==> src/rtl/pdp_cal1d_pkg.sv <==
// Shared types and widths for the PDP 1D pooling calculation blocks.
package pdp_cal1d_pkg;

    localparam int unsigned PDP_FP17_DW     = 17;
    localparam int unsigned PDP_CAL1D_LANES = 4;

    typedef enum logic [1:0] {
        StIdle,
        StFeed,
        StWait,
        StOut
    } pdp_cal1d_state_e;

endpackage

==> src/rtl/cal1d_fp16_pool_sum_ctrl.sv <==
// Window sequencer for 1D fp16 sum pooling over a shared external 4-lane fp17 adder.
// NVDLA_PDP_SUM_OVERLAP_EN: accept the next window's first element during the output handshake.
module cal1d_fp16_pool_sum_ctrl
    import pdp_cal1d_pkg::*;
#(
    parameter int unsigned LANES = PDP_CAL1D_LANES,
    parameter int unsigned DW    = PDP_FP17_DW,
    parameter int unsigned KW    = 3
) (
    input  logic                nvdla_core_clk,
    input  logic                nvdla_core_rstn,
    input  logic [KW-1:0]       cfg_kernel_width,
    input  logic                dat_in_pvld,
    output logic                dat_in_prdy,
    input  logic [LANES*DW-1:0] dat_in_pd,
    output logic                add_in_pvld,
    input  logic                add_in_prdy,
    output logic [LANES*DW-1:0] add_a_pd,
    output logic [LANES*DW-1:0] add_b_pd,
    input  logic                add_out_pvld,
    output logic                add_out_prdy,
    input  logic [LANES*DW-1:0] add_out_pd,
    output logic                sum_out_pvld,
    input  logic                sum_out_prdy,
    output logic [LANES*DW-1:0] sum_out_pd,
    output logic                busy
);

    pdp_cal1d_state_e    state_q, state_d;
    logic [LANES*DW-1:0] acc_q, acc_d;
    logic [KW-1:0]       cnt_q, cnt_d;
    logic [KW-1:0]       kw_q, kw_d;
    logic                accept;

    always_ff @(posedge nvdla_core_clk) begin
        if (!nvdla_core_rstn) begin
            state_q <= StIdle;
            acc_q   <= '0;
            cnt_q   <= '0;
            kw_q    <= '0;
        end else begin
            state_q <= state_d;
            acc_q   <= acc_d;
            cnt_q   <= cnt_d;
            kw_q    <= kw_d;
        end
    end

    always_comb begin
        state_d      = state_q;
        acc_d        = acc_q;
        cnt_d        = cnt_q;
        kw_d         = kw_q;
        accept       = 1'b0;
        dat_in_prdy  = 1'b0;
        add_in_pvld  = 1'b0;
        add_a_pd     = '0;
        add_b_pd     = '0;
        add_out_prdy = 1'b0;
        sum_out_pvld = 1'b0;
        sum_out_pd   = '0;

        unique case (state_q)
            StIdle: begin
                dat_in_prdy = 1'b1;
                accept      = dat_in_pvld;
            end
            StFeed: begin
                add_in_pvld = dat_in_pvld;
                dat_in_prdy = add_in_prdy;
                add_a_pd    = dat_in_pd;
                add_b_pd    = acc_q;
                if (dat_in_pvld && add_in_prdy) begin
                    cnt_d   = cnt_q + KW'(1);
                    state_d = StWait;
                end
            end
            StWait: begin
                add_out_prdy = 1'b1;
                if (add_out_pvld) begin
                    acc_d   = add_out_pd;
                    state_d = (cnt_q == kw_q) ? StOut : StFeed;
                end
            end
            StOut: begin
                sum_out_pvld = 1'b1;
                sum_out_pd   = acc_q;
                if (sum_out_prdy) begin
                    state_d = StIdle;
                end
`ifdef NVDLA_PDP_SUM_OVERLAP_EN
                dat_in_prdy = sum_out_prdy;
                accept      = sum_out_prdy && dat_in_pvld;
`endif
            end
            default: state_d = StIdle;
        endcase

        // The first element of a window bypasses the adder so its bits (incl. -0) survive.
        if (accept) begin
            acc_d   = dat_in_pd;
            cnt_d   = '0;
            kw_d    = cfg_kernel_width;
            state_d = (cfg_kernel_width == '0) ? StOut : StFeed;
        end

        if (!nvdla_core_rstn) begin
            dat_in_prdy  = 1'b0;
            add_in_pvld  = 1'b0;
            add_out_prdy = 1'b0;
            sum_out_pvld = 1'b0;
        end
    end

    assign busy = nvdla_core_rstn && (state_q != StIdle);

endmodule

==> config.mk <==
export PLATFORM = sky130hd
export DESIGN_NAME = cal1d_fp16_pool_sum_ctrl
export DESIGN_NICKNAME = d
export VERILOG_FILES = /design/src/rtl/pdp_cal1d_pkg.sv /design/src/rtl/cal1d_fp16_pool_sum_ctrl.sv
export SDC_FILE = /design/constraint.sdc
export NUM_CORES = 1
export LEC_CHECK = 0
export ABC_AREA = 1
export CAP_MARGIN = 20
export CORE_AREA = 2 2 147 149
export CTS_BUF_LIST = sky130_fd_sc_hd__clkbuf_2
export DETAILED_ROUTE_END_ITERATION = 10
export DIE_AREA = 0 0 149 151
export GPL_TIMING_DRIVEN = 1
export PLACE_DENSITY_LB_ADDON = 0.2
export REMOVE_ABC_BUFFERS = 1
export SYNTH_ARGS = -nofsm -noshare
export SYNTH_HDL_FRONTEND = slang
export SYNTH_SLANG_ARGS = --single-unit
==> constraint.sdc <==
create_clock -name nvdla_core_clk -period 1.8 [get_ports nvdla_core_clk]
set_input_delay 0.36 -clock nvdla_core_clk [delete_from_list [all_inputs] [get_ports nvdla_core_clk]]
set_output_delay 0.36 -clock nvdla_core_clk [all_outputs]
set_load 0.005 [all_outputs]
* Word-level counts from Yosys, hierarchy flattened *
Index checks and enable logic that the tools add are counted.

storage, ports and cells
  register bits = 76
  input port bits = 145
  logic and storage cells = 47

cells by class
  add/sub/neg operators = 1
  equal/unequal tests = 7
  multiplexer cells = 22
  bitwise logic cells = 1
  reduce and logical (&&, ||, !) cells = 12

operators with widths
  operator                                       number
  2-to-1 mux 68 bit                              6
  2-to-1 mux 2 bit                               6
  inequality test 3 bit, second input constant   3
  2-to-1 mux 1 bit                               8
  case mux 2 bit (3 select lines)                1
  nonzero test 2 bit                             3
  == test 2 bit, second input constant           2
  AND reduction 2 bit                            2
  AND reduction 4 bit                            1
  nonzero test 4 bit                             1
  adder 3 x 1 -> 3 bit, second input constant    1
  == test 3 bit                                  1
  zero test 3 bit                                1
  == test 2 x 1 -> 1 bit, second input constant  1
  logical AND 1 bit                              2
  zero test 2 bit                                1
  case mux 1 bit (2 select lines)                1
  OR reduction 2 bit                             1
  NOT 1 bit                                      1

* Longest topological paths before layout *
Gate-level depths: netlist of run 1.

  word-level depth = 5
  mapped depth = 9
  gate-level depth less buffers = 8

* Least setup slack after synthesis of run 1 *
Ideal clock, no wire load.

  path type = register -> output
  from = reg state_q[1]
  to = out add_a_pd[14]
  arrival time = 1265 ps
  required time = 1440 ps
  setup slack = 175 ps
  cell stages (with the launch flop) = 7
  cells stage by stage = dfxtp_1 -> inv_1 -> ha_1 -> clkbuf_1 -> clkbuf_1 -> nand2_1 -> inv_1

on the way
  word-level cells in the longest chain between the ends = 2

ends and longest elaborated chain
  element                 RTL line                        RTL
  start, declared         cal1d_fp16_pool_sum_ctrl.sv:29  pdp_cal1d_state_e state_q, state_d;
  start signal, assigned  cal1d_fp16_pool_sum_ctrl.sv:37  state_q <= StIdle;
  start signal, assigned  cal1d_fp16_pool_sum_ctrl.sv:42  state_q <= state_d;
  == test 2 x 1 -> 1 bit  cal1d_fp16_pool_sum_ctrl.sv:63  unique case (state_q)
  2-to-1 mux 68 bit       cal1d_fp16_pool_sum_ctrl.sv:63
  end, declared           cal1d_fp16_pool_sum_ctrl.sv:18  output logic [LANES*DW-1:0] add_a_pd,

No other way between the ends.

* Worst setup path after layout of run 1 *
  from = reg state_q[1]
  to = out add_a_pd[21]

Same word-level chain as after synthesis.

==> results of run 1 <==
==> registers in the layout (all words and copies together) (netlist names) <==
| name | flops |
|---|---|
| state_q | 2 |
| cnt_q | 3 |
| kw_q | 3 |
| acc_q | 68 |
==> metal layers <==
metal / vias up / GRT usage / part of all wire
met5: - / 0 / 0.00045
met4: 2 / 0.05667 / 0.024
met3: 47 / 0.06416 / 0.068
met2: 280 / 0.3767 / 0.52
met1: 3585 / 0.2318 / 0.39
li1: 3868 / - / -
==> critical path: stages (launching register included) <==
cell and delay, ns:
dfxtp_2 0.38, inv_2 0.05, ha_4 0.18, buf_12 0.16
buf_12 0.13, buf_12 0.12, buf_4 0.12, buf_6 0.10
nand2_2 0.06, inv_1 0.05, buf_2 0.12
==> worst min-delay path by stage <==
stage | from | to | slack, ns | cells past startpoint
finish | cfg_kernel_width[2] | kw_q[2]$_SDFFE_PN0P_ | 0.42 | 3
global route | dat_in_pd[11] | acc_q[11]$_SDFFE_PN0P_ | 0.34 | 3
CTS | cfg_kernel_width[2] | kw_q[2]$_SDFFE_PN0P_ | 0.35 | 3
detailed placement | kw_q[0]$_SDFFE_PN0P_ | kw_q[0]$_SDFFE_PN0P_ | 0.47 | 2
global placement | kw_q[0]$_SDFFE_PN0P_ | kw_q[0]$_SDFFE_PN0P_ | 0.46 | 2
floorplan | kw_q[0]$_SDFFE_PN0P_ | kw_q[0]$_SDFFE_PN0P_ | 0.44 | 2
==> kinds of logic (layout without fill, tap and decap cells) <==
kind of cell / count (synthesis) / count (layout) / share of synthesized area
AOI/OAI and AO/OA: 150 / 150 / 0.1457
xor gates and xnor gates: 1 / 1 / 0.001694
adders and majority gates: 6 / 6 / 0.01452
buffers and inverters: 279 / 814 / 0.2135
DFF: 76 / 76 / 0.2943
other: 0 / 1 / 0
and+or+nand+nor: 450 / 450 / 0.3304
==> cells in the mapped netlist <==
master / count
buf_6: 1
dfxtp_1: 76
nand3_1: 4
o21ai_1: 38
nor3b_1: 1
a211oi_1: 1
or2_2: 1
a21oi_1: 76
o21ai_0: 35
clkbuf_1: 25
nor2_1: 147
inv_2: 3
buf_4: 4
xnor2_1: 1
buf_2: 27
inv_1: 217
nand2_4: 1
ha_1: 6
buf_1: 2
nand2_1: 296
==> power by group through the flow <==
stage               logic, W  clock network [W]  registers [W]
finish                0.0108            0.00111        0.00281
global route          0.0116            0.00123        0.00288
CTS                  0.00762            0.00116        0.00265
detailed placement   0.00591                  0        0.00264
global placement     0.00586                  0        0.00262
floorplan            0.00271                  0        0.00251
==> area by class of cell <==
| type | instances | area, sq um |
|---|---|---|
| antenna | 1 | 2.502 |
| clock buffer | 10 | 50.05 |
| clock inverter | 5 | 77.57 |
| fill | 1988 | 8672 |
| inverter | 220 | 850.8 |
| multi-input combinational | 607 | 3576 |
| sequential | 76 | 1526 |
| tap | 275 | 344.1 |
| timing repair buffer | 578 | 5707 |
| timing repair inverter | 1 | 16.27 |
==> repair_timing <==
action	4_1_cts	5_1_grt
pin swaps	23	103
endpoints found under the setup margin	277	250
setup buffers	68	56
resized for setup	707	610
gates cloned	11	19
==> per-stage QoR <==
step / instance area (sq um) / hold slack, ns
final: 12150 / 0.4169
after global placement: 9588 / 0.4620
after global routing: 12150 / 0.3444
after floorplan: 4892 / 0.4431
after CTS: 10350 / 0.3506
after detailed placement: 9588 / 0.4674
==> metrics.md, run 1 <==
| Metric | Value |
|---|---|
| Cell count after synthesis | 962 |
| Die area | 22500 sq um |
| CTS Buffer Depth | 2 |
| Clk sinks | 76 |
| Die Height | 151 microns |
| CTS HTree Levels | 3 |
| Vias in the first global route | 6851 |
| Cell variety after synth | 20 |
| P_sw | 0.006318 W |
| Share of layout cells above drive strength 1 | 0.4990 |
| Crit path launch type | flip-flop |
| Register-to-Register Path Depth | 14 |
| Core Area | 20820 sq um |
| Most frequent cells in the layout | 145 x clkdlybuf4s50_1, 139 x inv_1, 134 x nand2_1 |
| DP Cell Count | 1616 |
| Failing checks | negative setup slack |
| Setup ws final | -0.6004 ns |
| TritonCTS buffer count | 9 |
| Worst clock skew | 0.02294 ns |
| Initial antenna violation count | 2 |
| Reg2reg setup slack | -0.14 ns |
| TNS Setup | -90.27 ns |
| Antenna Nets Post-Route | 0 |
| Minimum clock period | 2.400 ns |
| Core Util, Final | 0.5835 |
| Vias | 7782 |
| Status | finished, violations left |
| Port bufs | 353 |
| Total grt overflow | 0 |
| Finish-stage setup viols | 265 |
| #FFs+latches synth | 76 |
| DR DRC count | 0 |
| Comb pwr share | 0.734 |
| Slew headroom | 0.7077 |
| Power Total | 0.01476 W |
| VDD IR max | 0.0005530 V |
| Area Growth Syn to Fin | 135.0% |
| Drt wl/cell | 16.39 microns |
| Worst Tran Pin Value | 0.4385 ns |
| Pwr per Cell Area | 1215 nW/um^2 |
| Sequential-to-total area share from yosys stat | 0.2943 |
| CP required | 1.44 ns |
| Hpwl dp | 16.09 mm |
| Fmax | 0.4166 GHz |
| Root buf cell | clkbuf_2 |
| I/O pin count | 354 |
| Final slew viol count | 0 |
| GP Congestion | 0.8091 |
| Setup crit end | add_a_pd[21] |
| Worst-path fanout max | 8 |
| RSZ-0062 raised after global routing | yes |
| Syn Std Cell Area | 5170 sq um |
| First drt pass iteration count | 5 |
| Worst-path clk slew | 0.21 ns |
| Worst setup EP type | primary output |
| Worst hold path class | in -> reg |
| Tot GR Track Use | 0.2064 |
| Clock share of power | 0.075 |
| Area share of the largest cell type after synthesis | 0.2943 |
| Seq pwr share | 0.191 |
| Synth area leader | dfxtp_1 |
| CP Launch Point | state_q[1]$_SDFFE_PN0P_ |
| Largest net degree at the start of global routing | 57 |
| Hold Fails Final Rpt | 0 |
| Pre-CTS setup slack | -0.1802 ns |
| Leakage | 7.344 nW |
| Max_cap viols | 0 |
| CP Class | reg -> out |
| Commonest non-fill, non-tap cell in the layout | clkdlybuf4s50_1 |
| Final std cells w/o fill | 1773 |
| DR vias/cell | 4.389 |
| Capture point of the worst reg-to-reg path | acc_q[47]$_SDFFE_PN0P_ |
| Int Power | 0.008440 W |
| Period Utilization, post-route | 1.334 |
| Worst-Skew Late Latency | 0.56 ns |
| Final wirelength | 29.06 mm |
| First-pass GRT wire length | 36.31 mm |
| Area contributors post-synth | dfxtp_1 29%, nand2_1 21%, inv_1 16% |
| Initial DRC Count | 314 |
| Hold-fix buffers at CTS | 0 |
| Post-Syn Area per Cell | 5.374 sq um |
| Synth warn | 0 |
| Initial Util | 0.2483 |
| Switching portion of total power | 0.4281 |
| Die W | 149 microns |
| Worst r2r src | state_q[0]$_SDFFE_PN0P_ |
| Nets | 1644 |
| Worst Path Arrival | 2.04 ns |
| Row cnt | 53 |
| CTS tree | done |
(Power assumes the default switching activity.)
==> run 2, diff against run 1 <==
CELL_PAD_IN_SITES_DETAIL_PLACEMENT = 1   (was unset)
CELL_PAD_IN_SITES_GLOBAL_PLACEMENT = 1   (was unset)
CORE_AREA = 2 2 157 159   (was 2 2 147 149)
DIE_AREA = 0 0 159 161   (was 0 0 149 151)
GPL_TIMING_DRIVEN = 0   (was 1)
==> run 2 against run 1 <==
Effect of this change: the flow still finishes with violations (negative setup slack); utilization shrank 12 points; first-iteration DRC count is 8.0% higher; hold slack got worse by 0.13 ns; critical path type unchanged; final cell count is 1.5% lower; register-to-register slack got worse by 0.10 ns; highest routed layer is now met4; critical endpoint is now sum_out_pd[29]; largest cell class unchanged; via count shrank 1.8%; critical path depth is 4 lower; sequential share of layout area grew 1.3 points; design area down 9.3%.
==> metrics.md, run 2 (synthesis gave the netlist of run 1 again) <==
| Metric | Value |
|---|---|
| Total grt overflow | 0 (unchanged) |
| Failing checks | negative setup slack (unchanged) |
| Core Area | 23960 sq um (was 20820 sq um) |
| TritonCTS buffer count | 9 (unchanged) |
| Drt wl/cell | 19.16 microns (was 16.39 microns) |
| Status | finished, violations left (unchanged) |
| DR DRC count | 0 (unchanged) |
| Final wirelength | 33.47 mm (was 29.06 mm) |
| Commonest non-fill, non-tap cell in the layout | nand2_1 (was clkdlybuf4s50_1) |
| Port bufs | 353 (unchanged) |
| Fmax | 0.3966 GHz (was 0.4166 GHz) |
| RSZ-0062 raised after global routing | yes (unchanged) |
| Worst-Skew Late Latency | 0.58 ns (was 0.56 ns) |
| Crit path launch type | flip-flop (unchanged) |
| Initial antenna violation count | 2 (unchanged) |
| Antenna Nets Post-Route | 0 (unchanged) |
| Row cnt | 57 (was 53) |
| Worst setup EP type | primary output (unchanged) |
| Top flop regs | acc_q: 68 flops, cnt_q: 3 flops, kw_q: 3 flops (unchanged) |
| Critical-path cell list | buf_6, ha_4, buf_16, nand2_1, inv_1, clkdlybuf4s50_1 (was inv_2, ha_4, buf_12, buf_12, buf_12, buf_4, buf_6, nand2_2, inv_1, buf_2) |
| GP Congestion | 0.7950 (was 0.8091) |
| Area Growth Syn to Fin | 113.2% (was 135.0%) |
| Worst-path clk slew | 0.25 ns (was 0.21 ns) |
| Clk sinks | 76 (unchanged) |
| CTS tree | done (unchanged) |
| DR vias/cell | 4.374 (was 4.389) |
| Largest net degree at the start of global routing | 74 (was 57) |
| Power Total | 0.01386 W (was 0.01476 W) |
| Hpwl dp | 16.44 mm (was 16.09 mm) |
| Period Utilization, post-route | 1.401 (was 1.334) |
| Register-to-Register Path Depth | 13 (was 14) |
| Root buf cell | clkbuf_2 (unchanged) |
| Tot GR Track Use | 0.1990 (was 0.2064) |
| Die Height | 161 microns (was 151 microns) |
| Worst hold path class | in -> reg (unchanged) |
| Worst clock skew | 0.02608 ns (was 0.02294 ns) |
| Leakage | 7.207 nW (was 7.344 nW) |
| Hold Fails Final Rpt | 0 (unchanged) |
| Crit path depth | 6 (was 10) |
| Worst Path Arrival | 2.16 ns (was 2.04 ns) |
| Layout fillers | 3121 (was 1988) |
| Max reg flops | 68 (unchanged) |
| Die W | 159 microns (was 149 microns) |
| Vias | 7641 (was 7782) |
| Worst Tran Pin Value | 0.7720 ns (was 0.4385 ns) |
| Pwr per Cell Area | 1258 nW/um^2 (was 1215 nW/um^2) |
| Worst-path fanout max | 40 (was 8) |
| Initial Util | 0.2157 (was 0.2483) |
| CP Buf/Inv Count | 4 (was 8) |
| Finish-stage setup viols | 277 (was 265) |
| Cell family with most CP delay | buffers and inverters (unchanged) |
| Setup ws final | -0.7214 ns (was -0.6004 ns) |
| TNS Setup | -112.23 ns (was -90.27 ns) |
| Nets | 1567 (was 1644) |
| Biggest register | acc_q (unchanged) |
| CP Class | reg -> out (unchanged) |
| Most frequent cells in the layout | 241 x nand2_1, 189 x inv_1, 163 x clkdlybuf4s50_1 (was 145 x clkdlybuf4s50_1, 139 x inv_1, 134 x nand2_1) |
| Die area | 25600 sq um (was 22500 sq um) |
| Final slew viol count | 0 (unchanged) |
| Hold Path Depth | 3 (unchanged) |
| Vias in the first global route | 6832 (was 6851) |
| Crit-path max cell delay | 0.49 ns (was 0.38 ns) |
| CTS HTree Levels | 3 (unchanged) |
| Max_cap viols | 0 (unchanged) |
| VDD IR max | 0.0004808 V (was 0.0005530 V) |
| Hold-fix buffers at CTS | 0 (unchanged) |
| Share of layout cells above drive strength 1 | 0.2766 (was 0.4990) |
| Minimum clock period | 2.521 ns (was 2.400 ns) |
| First drt pass iteration count | 4 (was 5) |
| Slowest-stage cell, CP | clkdlybuf4s50_1 (was dfxtp_2) |
| I/O pin count | 354 (unchanged) |
| First-pass GRT wire length | 39.86 mm (was 36.31 mm) |
| CP required | 1.44 ns (about the same) |
| Initial DRC Count | 339 (was 314) |
| Slew headroom | 0.4837 (was 0.7077) |
| CTS Buffer Depth | 2 (unchanged) |
## run 2: changes by cell type in the layout (fill, tap and decap cells not counted), moves of 18 or more
cell and delta:
nand2_1 +107, buf_6 -91, buf_2 -88, nand2_2 -80, inv_2 -52, inv_1 +50
dlymetal6s2s_1 +49, clkbuf_2 +32, nor2_4 -29, nor2_1 +27, nand2_4 -25, clkdlybuf4s15_2 +18
clkdlybuf4s50_1 +18
## run 2: worst reg2reg max path, stage by stage, from the launching register on
cell,delay (ns)
dfxtp_4,0.45
buf_4,0.13
clkinvlp_4,0.11
buf_6,0.14
ha_4,0.16
buf_4,0.14
nand2_4,0.07
nand2_8,0.09
buf_6,0.15
clkinv_8,0.06
clkbuf_16,0.15
nor2_1,0.05
o21ai_1,0.12
a21oi_1,0.10
## run 2: layout make-up
cell class / instances / area (sq um) / share of cell area
repair buffers: 490 / 4950 / 0.4491
well taps: 324 / 405.4 / 0.03678
diodes: 2 / 5.005 / 0.0004541
repair inverters: 9 / 128.9 / 0.01169
multi-input cells: 610 / 2939 / 0.2667
clock buffers: 10 / 50.05 / 0.004541
flip-flops and latches: 76 / 1529 / 0.1387
clock inverters: 6 / 102.6 / 0.009310
inverters: 220 / 910.9 / 0.08265
## run 2: routing by layer
metal  track usage  routed length, microns  up-vias  part of all wire
met5             0                       0        -                 0
met4       0.04380                     592        0             0.018
met3       0.05085                    1789       33             0.053
met2        0.3528                   16180      279              0.48
met1        0.2429                   14910     3609              0.45
li1              -                       -     3720                 -
## run 2: what timing repair did
| action | CTS | global route |
|---|---|---|
| buffers inserted | 10 | 101 |
| gates cloned | 9 | 27 |
| endpoints found under the setup margin | 285 | 285 |
| gates resized for setup | 162 | 445 |
| pin swaps | 2 | 21 |
## run 2: path summary, 6_finish.rpt
kind	startpoint	end	slack [ns]
worst max-delay path	state_q[1]$_SDFFE_PN0P_	sum_out_pd[29]	-0.72
worst min-delay path	nvdla_core_rstn	state_q[1]$_SDFFE_PN0P_	0.29
worst max register to register	state_q[0]$_SDFFE_PN0P_	acc_q[58]$_SDFFE_PN0P_	-0.24
worst min register to register	acc_q[23]$_SDFFE_PN0P_	acc_q[23]$_SDFFE_PN0P_	0.50
## run 2: per-stage QoR
step           hold slack [ns]  worst slack [ns]  cells    util  instance area (sq um)
6_report                0.2850           -0.7214   1747  0.4599                  11020
5_1_grt                 0.2416           -0.8832   1747  0.4599                  11020
4_1_cts                 0.3390           -0.8158   1619  0.3972                   9519
3_5_place_dp            0.4698            -1.584   1584  0.3743                   8969
3_3_place_gp            0.4615            -4.561   1580  0.3685                   8831
2_1_floorplan           0.4431            -1.981    903       -                   4892
## run 2: power breakdown
part,internal [W],switching [W]
combinational,0.00485,0.00505
sequential,0.00221,0.000436
clock,0.000593,0.000720
==> run 3, diff against run 2 <==
SETUP_SLACK_MARGIN = 0.15   (was unset)
==> run 3 against run 2 <==
Effect of this change: the flow still finishes with violations (negative setup slack); hold slack improved by 0.13 ns; register-to-register slack got worse by 0.27 ns; sequential power barely moved; clock power about the same; die area unchanged; critical endpoint is now sum_out_pd[56].
==> metrics.md, run 3 (synthesis gave the netlist of run 1 again) <==
| Metric | Value |
|---|---|
| Status | finished, violations left (unchanged) |
| Failing checks | negative setup slack (unchanged) |
| Hold Path Depth | 3 (unchanged) |
| Row cnt | 57 (unchanged) |
| CTS HTree Levels | 3 (unchanged) |
| RSZ-0062 raised after global routing | yes (unchanged) |
| Fmax | 0.3954 GHz (was 0.3966 GHz) |
| Slew headroom | 0.5534 (was 0.4837) |
| Nets | 1517 (was 1567) |
| First-pass GRT wire length | 39.86 mm (unchanged) |
| Final wirelength | 28.54 mm (was 33.47 mm) |
| CP Launch Point | state_q[1]$_SDFFE_PN0P_ (unchanged) |
| Biggest register | acc_q (unchanged) |
| Hold Crit Start | dat_in_pd[56] (was nvdla_core_rstn) |
| DR vias/cell | 4.292 (was 4.374) |
| Area Growth Syn to Fin | 97.82% (was 113.2%) |
| Capture point of the worst reg-to-reg path | acc_q[50]$_SDFFE_PN0P_ (was acc_q[58]$_SDFFE_PN0P_) |
| Worst Tran Pin Value | 0.6699 ns (was 0.7720 ns) |
| CTS Buffer Depth | 2 (unchanged) |
| Power Total | 0.01171 W (was 0.01386 W) |
| Commonest non-fill, non-tap cell in the layout | nand2_1 (unchanged) |
| Final slew viol count | 0 (unchanged) |
| Hold Worst Slack | 0.4173 ns (was 0.2850 ns) |
| Vias in the first global route | 6835 (was 6832) |
| Hold Fails Final Rpt | 0 (unchanged) |
| CP Class | reg -> out (unchanged) |
| Drt wl/cell | 16.82 microns (was 19.16 microns) |
| Tot GR Track Use | 0.1990 (unchanged) |
| Initial antenna violation count | 2 (unchanged) |
| Setup ws final | -0.7294 ns (was -0.7214 ns) |
| Worst r2r src | state_q[1]$_SDFFE_PN0P_ (was state_q[0]$_SDFFE_PN0P_) |
| DR DRC count | 0 (unchanged) |
| Port bufs | 353 (unchanged) |
| Initial Util | 0.2157 (unchanged) |
| Pwr per Cell Area | 1145 nW/um^2 (was 1258 nW/um^2) |
| DP Cell Count | 1584 (unchanged) |
| Initial DRC Count | 277 (was 339) |
| Final std cells w/o fill | 1697 (was 1747) |
| Layout fillers | 3125 (was 3121) |
| Worst-Skew Late Latency | 0.56 ns (was 0.58 ns) |
| Die area | 25600 sq um (unchanged) |
| Root buf cell | clkbuf_2 (unchanged) |
| Worst clock skew | 0.02692 ns (was 0.02608 ns) |
| VDD IR max | 0.0005317 V (was 0.0004808 V) |
| Period Utilization, post-route | 1.405 (was 1.401) |
| CP required | 1.44 ns (about the same) |
| Largest net degree at the start of global routing | 74 (unchanged) |
| Worst setup EP type | primary output (unchanged) |
| Worst-path clk slew | 0.24 ns (was 0.25 ns) |
| Multi-input logic area | 2784 sq um (was 2939 sq um) |
| Storage cell area | 1529 sq um (unchanged) |
| Max_cap viols | 0 (unchanged) |
| Hold-fix buffers at CTS | 0 (unchanged) |
| Die Height | 161 microns (unchanged) |
| I/O pin count | 354 (unchanged) |
| Total grt overflow | 0 (unchanged) |
| Finish-stage setup viols | 281 (was 277) |
| Crit path launch type | flip-flop (unchanged) |
| Reg2reg setup slack | -0.51 ns (was -0.24 ns) |
| Worst-path fanout max | 14 (was 40) |
| TritonCTS buffer count | 9 (unchanged) |
| Clk sinks | 76 (unchanged) |
| Worst hold path class | in -> reg (unchanged) |
| CTS tree | done (unchanged) |
| Max reg flops | 68 (unchanged) |
| Vias | 7283 (was 7641) |
| Hpwl dp | 16.44 mm (unchanged) |
| Antenna Nets Post-Route | 0 (unchanged) |
| Pre-CTS setup slack | -1.584 ns (unchanged) |
| Core Area | 23960 sq um (unchanged) |
| Share of layout cells above drive strength 1 | 0.2210 (was 0.2766) |
| Leakage | 6.650 nW (was 7.207 nW) |
| Worst Path Arrival | 2.17 ns (was 2.16 ns) |
| First drt pass iteration count | 4 (unchanged) |
| Register-to-Register Path Depth | 10 (was 13) |
| Top flop regs | acc_q: 68 flops, cnt_q: 3 flops, kw_q: 3 flops (unchanged) |
| Most frequent cells in the layout | 255 x nand2_1, 199 x inv_1, 173 x clkdlybuf4s50_1 (was 241 x nand2_1, 189 x inv_1, 163 x clkdlybuf4s50_1) |
| Core Util, Final | 0.4268 (was 0.4599) |
| WHS Endpoint | acc_q[56]$_SDFFE_PN0P_ (was state_q[1]$_SDFFE_PN0P_) |
| Die W | 159 microns (unchanged) |
| Minimum clock period | 2.529 ns (was 2.521 ns) |
| GP Congestion | 0.7950 (unchanged) |
run 3: layout make-up:
type / instances / area share
timing repair buffer: 450 / 0.4385
clock buffer: 10 / 0.004894
tap: 324 / 0.03964
sequential: 76 / 0.1495
antenna: 2 / 0.0004894
clock inverter: 6 / 0.01003
inverter: 220 / 0.08478
multi-input combinational: 609 / 0.2722
run 3: worst max path at each step:
| stage | endpoint | depth (start not counted) |
|---|---|---|
| finish | sum_out_pd[56] | 6 |
| CTS | dat_in_prdy | 5 |
| floorplan | cnt_q[2]$_SDFFE_PP0P_ | 6 |
| detailed placement | acc_q[10]$_SDFFE_PN0P_ | 8 |
| global route | sum_out_pd[56] | 6 |
| global placement | add_a_pd[10] | 5 |
run 3: critical path: stages (launching register included):
cell	delay, ns
dfxtp_4	0.42
buf_6	0.10
ha_4	0.20
buf_6	0.20
nand2_1	0.08
inv_1	0.09
clkdlybuf4s50_1	0.51
run 3: per-layer routing:
metal | track usage | part of all wire | wire length [microns]
met4 | 0.04380 | 0.016 | 464
met2 | 0.3528 | 0.49 | 14000
met3 | 0.05085 | 0.056 | 1605
met1 | 0.2429 | 0.44 | 12470
met5 | 0 | 0 | 0
run 3: what timing repair did:
item / in CTS / in global routing
cloned: 9 / 9
setup buffers: 10 / 67
gates resized for setup: 162 / 334
endpoints found under the setup margin: 285 / 285
pin swaps: 2 / 2
run 3: report_power, final:
part | switching [W] | internal, W | total (W)
logic | 0.00394 | 0.00386 | 0.00779
clock network | 0.000704 | 0.000593 | 0.00130
registers | 0.000411 | 0.00221 | 0.00262
total | 0.00505 | 0.00665 | 0.0117
run 3: per-stage QoR:
step	setup TNS (ns)	area (sq um)
floorplan	-321.39	4892
global placement	-898.12	8831
detailed placement	-206.09	8969
CTS	-179.36	9519
global route	-162.39	10230
finish	-121.63	10230
